`config.mk`:
```
export PLATFORM = sky130hd
export DESIGN_NAME = vault_mem_arbiter
export DESIGN_NICKNAME = d
export VERILOG_FILES = /design/src/rtl/vault_pkg.sv /design/src/rtl/vault_arb_pick.sv /design/src/rtl/vault_mem_arbiter.sv
export SDC_FILE = /design/constraint.sdc
export NUM_CORES = 1
export LEC_CHECK = 0
export BUFFER_PORTS_ARGS = -buffer_cell sky130_fd_sc_hd__buf_2
export CORE_AREA = 2 2 602 604
export DETAILED_ROUTE_END_ITERATION = 12
export DIE_AREA = 0 0 604 606
export RECOVER_POWER = 25
export REMOVE_ABC_BUFFERS = 1
export SKIP_CTS_REPAIR_TIMING = 1
export SYNTH_ARGS = -nofsm -noshare
export SYNTH_HDL_FRONTEND = slang
export SYNTH_SLANG_ARGS = --single-unit
export TNS_END_PERCENT = 20
```
`constraint.sdc`:
```
create_clock -name clk -period 7.5 [get_ports clk]
set_input_delay 1.125 -clock clk [delete_from_list [all_inputs] [get_ports clk]]
set_output_delay 1.125 -clock clk [all_outputs]
set_load 0.02 [all_outputs]
```
`src/rtl/vault_pkg.sv`:
```
// Shared types and constants for the password-vault RAM arbiter.
// The optional round-robin mode is selected with VAULT_ARB_ROUND_ROBIN_EN.
package vault_pkg;

    localparam int VAULT_ADDR_W = 4;
    localparam int VAULT_DATA_W = 256;

    localparam logic PORT_CORE = 1'b0;
    localparam logic PORT_HOST = 1'b1;

    typedef enum logic [1:0] {
        IDLE    = 2'd0,
        ACCESS  = 2'd1,
        CAPTURE = 2'd2,
        DONE    = 2'd3
    } vault_state_t;

endpackage

```
`src/rtl/vault_arb_pick.sv`:
```
// Combinational winner select between the two vault requesters.
// VAULT_ARB_ROUND_ROBIN_EN selects round-robin; otherwise port 0 has fixed priority.
module vault_arb_pick
    import vault_pkg::*;
(
    input  logic req0,
    input  logic req1,
    input  logic last,
    output logic any,
    output logic win
);

    assign any = req0 | req1;

`ifdef VAULT_ARB_ROUND_ROBIN_EN
    // On a tie the port that did not win last time is favoured.
    always_comb begin
        win = PORT_CORE;
        if (req0 && req1) begin
            win = ~last;
        end else if (req1) begin
            win = PORT_HOST;
        end
    end
`else
    logic unused_last;
    assign unused_last = last;
    assign win = (req0 || !req1) ? PORT_CORE : PORT_HOST;
`endif

endmodule

```
`src/rtl/vault_mem_arbiter.sv`:
```
// Two-port arbiter for the single-port 16x256 vault RAM; each access is a fixed
// IDLE->ACCESS->CAPTURE->DONE sequence. Arbitration mode: VAULT_ARB_ROUND_ROBIN_EN.
module vault_mem_arbiter
    import vault_pkg::*;
#(
    parameter int ADDR_W = VAULT_ADDR_W,
    parameter int DATA_W = VAULT_DATA_W
) (
    input  logic              clk,
    input  logic              rst,
    input  logic              p0_req,
    input  logic              p0_we,
    input  logic [ADDR_W-1:0] p0_addr,
    input  logic [DATA_W-1:0] p0_wdata,
    output logic              p0_ack,
    output logic              p0_err,
    output logic [DATA_W-1:0] p0_rdata,
    input  logic              p1_req,
    input  logic              p1_we,
    input  logic [ADDR_W-1:0] p1_addr,
    input  logic [DATA_W-1:0] p1_wdata,
    output logic              p1_ack,
    output logic              p1_err,
    output logic [DATA_W-1:0] p1_rdata,
    input  logic [ADDR_W-1:0] max_address,
    output logic [ADDR_W-1:0] mem_addr,
    output logic              mem_we,
    output logic [DATA_W-1:0] mem_wdata,
    input  logic [DATA_W-1:0] mem_q,
    output logic              busy,
    output logic              owner,
    output vault_state_t      dbg_state
);

    // Handshake: a requester raises req with stable we/addr/wdata and holds them
    // until its one-cycle ack; ack (with err) is the only completion signal, and
    // a req still high in the IDLE after DONE is taken as a new transaction.

    vault_state_t state, state_next;

    logic              last_grant;
    logic              we_q;
    logic              err_q;
    logic              pick_any;
    logic              pick_win;
    logic              grant;
    logic              sel_we;
    logic [ADDR_W-1:0] sel_addr;
    logic [DATA_W-1:0] sel_wdata;
    logic              sel_legal;

    vault_arb_pick u_pick (
        .req0 (p0_req),
        .req1 (p1_req),
        .last (last_grant),
        .any  (pick_any),
        .win  (pick_win)
    );

    assign sel_we    = (pick_win == PORT_HOST) ? p1_we    : p0_we;
    assign sel_addr  = (pick_win == PORT_HOST) ? p1_addr  : p0_addr;
    assign sel_wdata = (pick_win == PORT_HOST) ? p1_wdata : p0_wdata;
    assign sel_legal = (sel_addr <= max_address);

    always_ff @(posedge clk) begin
        if (rst) begin
            state <= IDLE;
        end else begin
            state <= state_next;
        end
    end

    always_comb begin
        state_next = state;
        grant      = 1'b0;
        case (state)
            IDLE: begin
                if (pick_any) begin
                    grant      = 1'b1;
                    state_next = sel_legal ? ACCESS : DONE;
                end
            end
            ACCESS:  state_next = CAPTURE;
            CAPTURE: state_next = DONE;
            DONE:    state_next = IDLE;
            default: state_next = IDLE;
        endcase
    end

    // Memory-side registers only move on a legal grant, so they hold outside ACCESS.
    always_ff @(posedge clk) begin
        if (rst) begin
            last_grant <= PORT_HOST;
            owner      <= PORT_CORE;
            we_q       <= 1'b0;
            err_q      <= 1'b0;
            mem_addr   <= '0;
            mem_we     <= 1'b0;
            mem_wdata  <= '0;
            p0_rdata   <= '0;
            p1_rdata   <= '0;
        end else begin
            mem_we <= 1'b0;
            if (grant) begin
                owner      <= pick_win;
                last_grant <= pick_win;
                we_q       <= sel_we;
                err_q      <= !sel_legal;
                if (sel_legal) begin
                    mem_addr  <= sel_addr;
                    mem_we    <= sel_we;
                    mem_wdata <= sel_wdata;
                end
            end
            if (state == CAPTURE && !we_q) begin
                if (owner == PORT_HOST) begin
                    p1_rdata <= mem_q;
                end else begin
                    p0_rdata <= mem_q;
                end
            end
        end
    end

    assign p0_ack    = (state == DONE) && (owner == PORT_CORE);
    assign p1_ack    = (state == DONE) && (owner == PORT_HOST);
    assign p0_err    = p0_ack && err_q;
    assign p1_err    = p1_ack && err_q;
    assign busy      = (state != IDLE);
    assign dbg_state = state;

endmodule

```
==> flow_summary.toml, run 1 <==
[place]
hpwl_mm = 223
place_ws_ps = 2730
place_congestion = 1.09
io_buffer_count = 1566
placed_area_um2 = 45300

[final_layout]
drive_gt1_share_pct = 32.9
fill_cells = 41700
final_util_pct = 13.4
final_common_cell = "nand2_1"
register_area_um2 = 15600
multiInputGateArea_um2 = 15300
most-common-layout-cells = "1544 x nand2_1, 1328 x buf_2, 778 x dfxtp_1"
final_area_um2 = 48400
area_growth_pct = 50.2
layout.nets = 6170

[critical_path]
arrival_ps = 5850
critPathMaxStageDelay_ps = 2470
end_kind = "register"
cp_num_buf_inv = 2
startpoint_type = "primary input"
rr_worst_depth = 6
crit_fanout = 140
crit_family = "buffers and inverters"
cp.required_ps = 8190
path_cells = "buf_2 > nor2b_4 > clkbuf_2 > nand2_1 > a21oi_1 > mux2_4"
reg2reg_from = "dbg_state[0]$_SDFFE_PP0P_"
rrSetupSlack_ps = 3460
crit_cells = 6
critical_path_class = "primary input to register"
r2r_end = "p0_rdata[234]$_SDFFE_PP0P_"
crit_slowest_cell = "clkbuf_2"

[timing]
maxSlewViolCount = 292
rsz0062_at_grt = "no"
tns_ps = 0
min_period_over_period_pct = 68.7
hold_viol_final = 0
slew_headroom_pct = -149
setup_viol = 0
fin_ws_ps = 2350
fmaxAchievable_ghz = 0.194
fin_crit_ps = 5150
skew_ps = 63.4
worst_pin_slew_ps = 3740

[detailed_routing]
wl_mm = 263
wire_per_inst_um = 25.5
vias = 34600
drt_iter0_markers = 2817
ant_nets = 0
via_per_inst = 3.35
dr.pass1.iters = 6
drc = 0

[logic_synthesis]
synth_seq_cells = 778
synth_area_per_cell_um2 = 8.10
yosysWarningCount = 0
yosysSeqAreaShare_pct = 48.3
syn-cell-area_um2 = 32200
synth_cell_type_count = 34
synth_cells = 3977

[die]
core_area_um2 = 360000
die_x_um = 604
die_area_um2 = 366000
start_util_pct = 8.94
die_h_um = 606
pin_count = 1567
core.rowCount = 221

[cts]
cts_inserted_buffers = 97
clk_pin_slew_ps = 60
clock_latency_ps = 820
cts.path.max_buffers = 4
cts_tree = "done"
cts_root_buffer = "clkbuf_16"
htree_num_levels = 3
clock_sinks = 778

[global_routing]
grt_overflow = 0
grtUsageTotal_pct = 13.6
first_global_vias = 31300
grt_max_degree = 158
antenna_found_initial = 214
grt_pass1_wl_mm = 326

[hold_path]
hold_depth = 2
hp-start = "p0_rdata[46]$_SDFFE_PP0P_"
min_path_type = "register to register"
min_to = "p0_rdata[46]$_SDFFE_PP0P_"

[run_status]
violations = "max-capacitance violations, max-slew violations"
outcome = "complete, but fails checks"

[power_and_ir_drop]
power_density_nw_per_um2 = 272
peakVddDrop_mv = 0.143
power_mw = 13.2
p_leak_nw = 20.0

[run]
cap_viol_max_count = 5
-- cell families (layout without fill, tap and decap cells) --
group | count (synthesis) | in the layout | synth area share (%)
AO/OA/AOI/OAI | 781 | 781 | 12.2
adder cells (fa/ha/maj) | 8 | 8 | 0.311
buffers and inverters | 323 | 1798 | 4.38
flip-flops | 778 | 778 | 48.3
multiplexers | 265 | 265 | 11.4
other | 0 | 94 | 0
AND/OR/NAND/NOR | 1822 | 1822 | 23.4
-- state kept, by name, summed over array words and instances, names as in the netlist --
register,flops
mem_we,1
mem_wdata,256
owner,1
we_q,1
err_q,1
p1_rdata,256
dbg_state,2
p0_rdata,256
mem_addr,4
-- layout make-up --
class                      instances  share of cell area [%]
sequential                       778                    32.2
timing repair buffer            1616                    16.7
clock inverter                    43                    1.02
tap                             4794                    12.4
clock buffer                     132                    5.66
multi-input combinational       2876                    31.5
antenna                           94                   0.486
inverter                           7                  0.0543
-- tightest hold or removal path, cell delays in order, from the launching register on --
cell     delay (ps)
dfxtp_1         300
nand2_1          50
a21oi_1          50
-- per-stage QoR --
step                hold WS [ps]  std cells
finish                       450      10300
global route                 465      10300
CTS                          439      10200
detailed placement           443      10100
global placement             438      10100
floorplan                    434       3661
-- metal layers --
| metal | vias up | wire, µm | track usage (%) |
|---|---|---|---|
| li1 | 15800 | - | - |
| met1 | 16300 | 87400 | 13.3 |
| met5 | - | 570 | 0 |
| met3 | 653 | 24700 | 5.20 |
| met4 | 84 | 13700 | 6.08 |
| met2 | 1746 | 137000 | 25.1 |
-- worst max-delay path by stage --
stage | start | to
floorplan | p0_req | mem_wdata[0]$_SDFFE_PP0P_
CTS | p0_req | mem_wdata[56]$_SDFFE_PP0P_
detailed placement | p0_req | mem_wdata[56]$_SDFFE_PP0P_
global placement | p0_req | mem_wdata[7]$_SDFFE_PP0P_
finish | p1_req | mem_wdata[214]$_SDFFE_PP0P_
global route | p1_req | mem_wdata[214]$_SDFFE_PP0P_
-- report_power, final --
group          internal [mW]  switching, mW  leakage (nW)
combinational           1.18           2.24          12.1
sequential              4.60          0.241          6.32
clock                   2.84           2.07          1.58
total                   8.62           4.55          20.0
-- synth_stat cells --
| master | instances | area share (%) |
|---|---|---|
| nand2_1 | 1544 | 18 |
| dfxtp_1 | 778 | 48 |
| a21oi_1 | 771 | 12 |
| nor2b_1 | 260 | 5.0 |
| clkbuf_1 | 251 | 2.9 |
| mux2_4 | 186 | 8.7 |
| mux2_2 | 74 | 2.6 |
| buf_2 | 29 | 0.45 |
| buf_6 | 21 | 0.73 |
| buf_1 | 14 | 0.16 |
| ha_1 | 8 | 0.31 |
| inv_1 | 7 | 0.082 |
| mux2i_1 | 5 | 0.16 |
| nor2_1 | 5 | 0.058 |
| a211oi_1 | 2 | 0.047 |
| and2_1 | 2 | 0.039 |
| nand2b_1 | 2 | 0.039 |
| o211ai_1 | 2 | 0.047 |
| a21o_1 | 1 | 0.023 |
| a311oi_1 | 1 | 0.027 |
| and3_1 | 1 | 0.019 |
| and3b_1 | 1 | 0.027 |
| buf_4 | 1 | 0.023 |
| nand3_1 | 1 | 0.016 |
| nand3b_1 | 1 | 0.023 |
| nand4_1 | 1 | 0.019 |
| nor3_1 | 1 | 0.016 |
| nor3b_1 | 1 | 0.023 |
| o211a_1 | 1 | 0.031 |
| o21ai_0 | 1 | 0.016 |
| o21ai_1 | 1 | 0.016 |
| o31a_1 | 1 | 0.027 |
| or2_1 | 1 | 0.019 |
| or3b_2 | 1 | 0.027 |
Power figures use the tool's default switching activity.
==> run 2: changes to the inputs <==
CORE_AREA = 2 2 619 621   (was 2 2 602 604)
DIE_AREA = 0 0 621 623   (was 0 0 604 606)
clock period = 4.7 ns   (was 7.5 ns; I/O delays follow)
==> run 2 against run 1 <==
Effect of this change: the run still ends with max-capacitance violations, max-slew violations left; clock skew grew 22 ps; final area increased by 0.86%; worst hold slack worse by 310 ps; critical path type unchanged; highest routed layer unchanged.
==> flow_summary.toml, run 2 (synthesis gave the netlist of run 1 again) <==
[detailed_routing]
top_layer = "met5"
route.met2.wl_mm = 142
vias = 34300
wl_mm = 271
wl_met3_mm = 21.0
drt_iter0_markers = 2578
wire_per_inst_um = 25.6
dr.pass1.iters = 5
via_per_inst = 3.24
drc = 0
ant_nets = 0
met1_length_mm = 91.8

[cts]
clock_sinks = 778
cts_root_buffer = "clkbuf_16"
htree_num_levels = 3
clk_pin_slew_ps = 60
cts_tree = "done"
cts_inserted_buffers = 100
cts.path.max_buffers = 4
clock_latency_ps = 830

[die]
core.rowCount = 227
die_h_um = 623
core_area_um2 = 381000
start_util_pct = 8.47
pin_count = 1567
die_area_um2 = 387000
die_x_um = 621

[critical_path]
crit_fanout = 104
cp.required_ps = 5370
arrival_ps = 4230
end_kind = "register"
startpoint_type = "primary input"
critical_path_class = "primary input to register"

[place]
io_buffer_count = 1566
placed_area_um2 = 45800
place_ws_ps = 1040
hpwl_mm = 233
place_congestion = 1.02

[timing]
setup_viol = 0
rsz0062_at_grt = "no"
maxSlewViolCount = 99
hold_viol_final = 0
worst_pin_slew_ps = 2960
fmaxAchievable_ghz = 0.281
skew_ps = 85.3
fin_crit_ps = 3560
fin_ws_ps = 1140
min_period_over_period_pct = 75.8
slew_headroom_pct = -97.3

[power_and_ir_drop]
seqPwrFrac_pct = 36.8
pwr-share-clk_pct = 37.2
power_density_nw_per_um2 = 431
p_leak_nw = 19.7
combPwrFrac_pct = 26.0
p_switching_mw = 7.27
intPower_mw = 13.7
peakVddDrop_mv = 0.281
swShare_pct = 34.6

[final_layout]
most-common-layout-cells = "1544 x nand2_1, 1213 x buf_2, 778 x dfxtp_1"
area_growth_pct = 51.5
drive_gt1_share_pct = 31.1
final_util_pct = 12.8
final_common_cell = "nand2_1"
layout.nets = 6182
final_area_um2 = 48800
top_regs = "mem_wdata (256), p0_rdata (256), p1_rdata (256)"

[global_routing]
antenna_found_initial = 224
first_global_vias = 32000
grtUsageTotal_pct = 13.3
grt_overflow = 0
grt_pass1_wl_mm = 339
grt_max_degree = 119

[run_status]
violations = "max-capacitance violations, max-slew violations"
outcome = "complete, but fails checks"

[run]
cap_viol_max_count = 1

[hold_path]
min_path_type = "primary input to register"
[run 2: layer usage]
layer  GRT usage, %  up-vias
li1               -    15800
met1           13.2    16200
met2           25.3     1666
met3           4.07      609
met4           5.83       62
met5              0        -
[run 2: path summary, 6_finish.rpt]
kind / from / endpoint / slack, ps / cells after the start
setup / recovery: rst / p1_rdata[75]$_SDFFE_PP0P_ / 1140 / 5
hold reg to reg: p0_rdata[187]$_SDFFE_PP0P_ / p0_rdata[187]$_SDFFE_PP0P_ / 450 / 2
hold / removal: mem_q[138] / p0_rdata[138]$_SDFFE_PP0P_ / 140 / 3
setup reg to reg: dbg_state[0]$_SDFFE_PP0P_ / mem_wdata[13]$_SDFFE_PP0P_ / 2120 / 8
[run 2: area by class of cell]
class | count | area (µm²)
Antenna cell | 96 | 240
Fill cell | 44400 | 332000
Tap cell | 5038 | 6300
Sequential cell | 778 | 15600
Clock inverter | 36 | 377
Inverter | 7 | 26.3
Clock buffer | 135 | 2870
Multi-Input combinational cell | 2876 | 15300
Timing Repair Buffer | 1625 | 8180
[run 2: through the flow]
step	power (mW)	hold slack (ps)	instances	setup TNS, ps
finish	21.0	143	10600	0
global route	22.0	61.8	10600	0
CTS	21.5	34.8	10500	0
detailed placement	13.5	443	10300	0
global placement	13.5	438	10300	0
floorplan	11.4	434	3661	-7034640
[run 2: power groups by stage]
stage / registers, mW / logic, mW / clock network, mW
2_1_floorplan: 8.61 / 2.82 / 0
3_3_place_gp: 7.83 / 5.63 / 0
3_5_place_dp: 7.84 / 5.66 / 0
4_1_cts: 7.71 / 5.67 / 8.13
5_1_grt: 7.81 / 5.82 / 8.34
6_report: 7.73 / 5.47 / 7.82
[run 2: critical path, stage by stage]
cell and delay, ps:
clkbuf_2 1980, buf_12 260, clkbuf_2 730, buf_12 350, a21oi_1 70
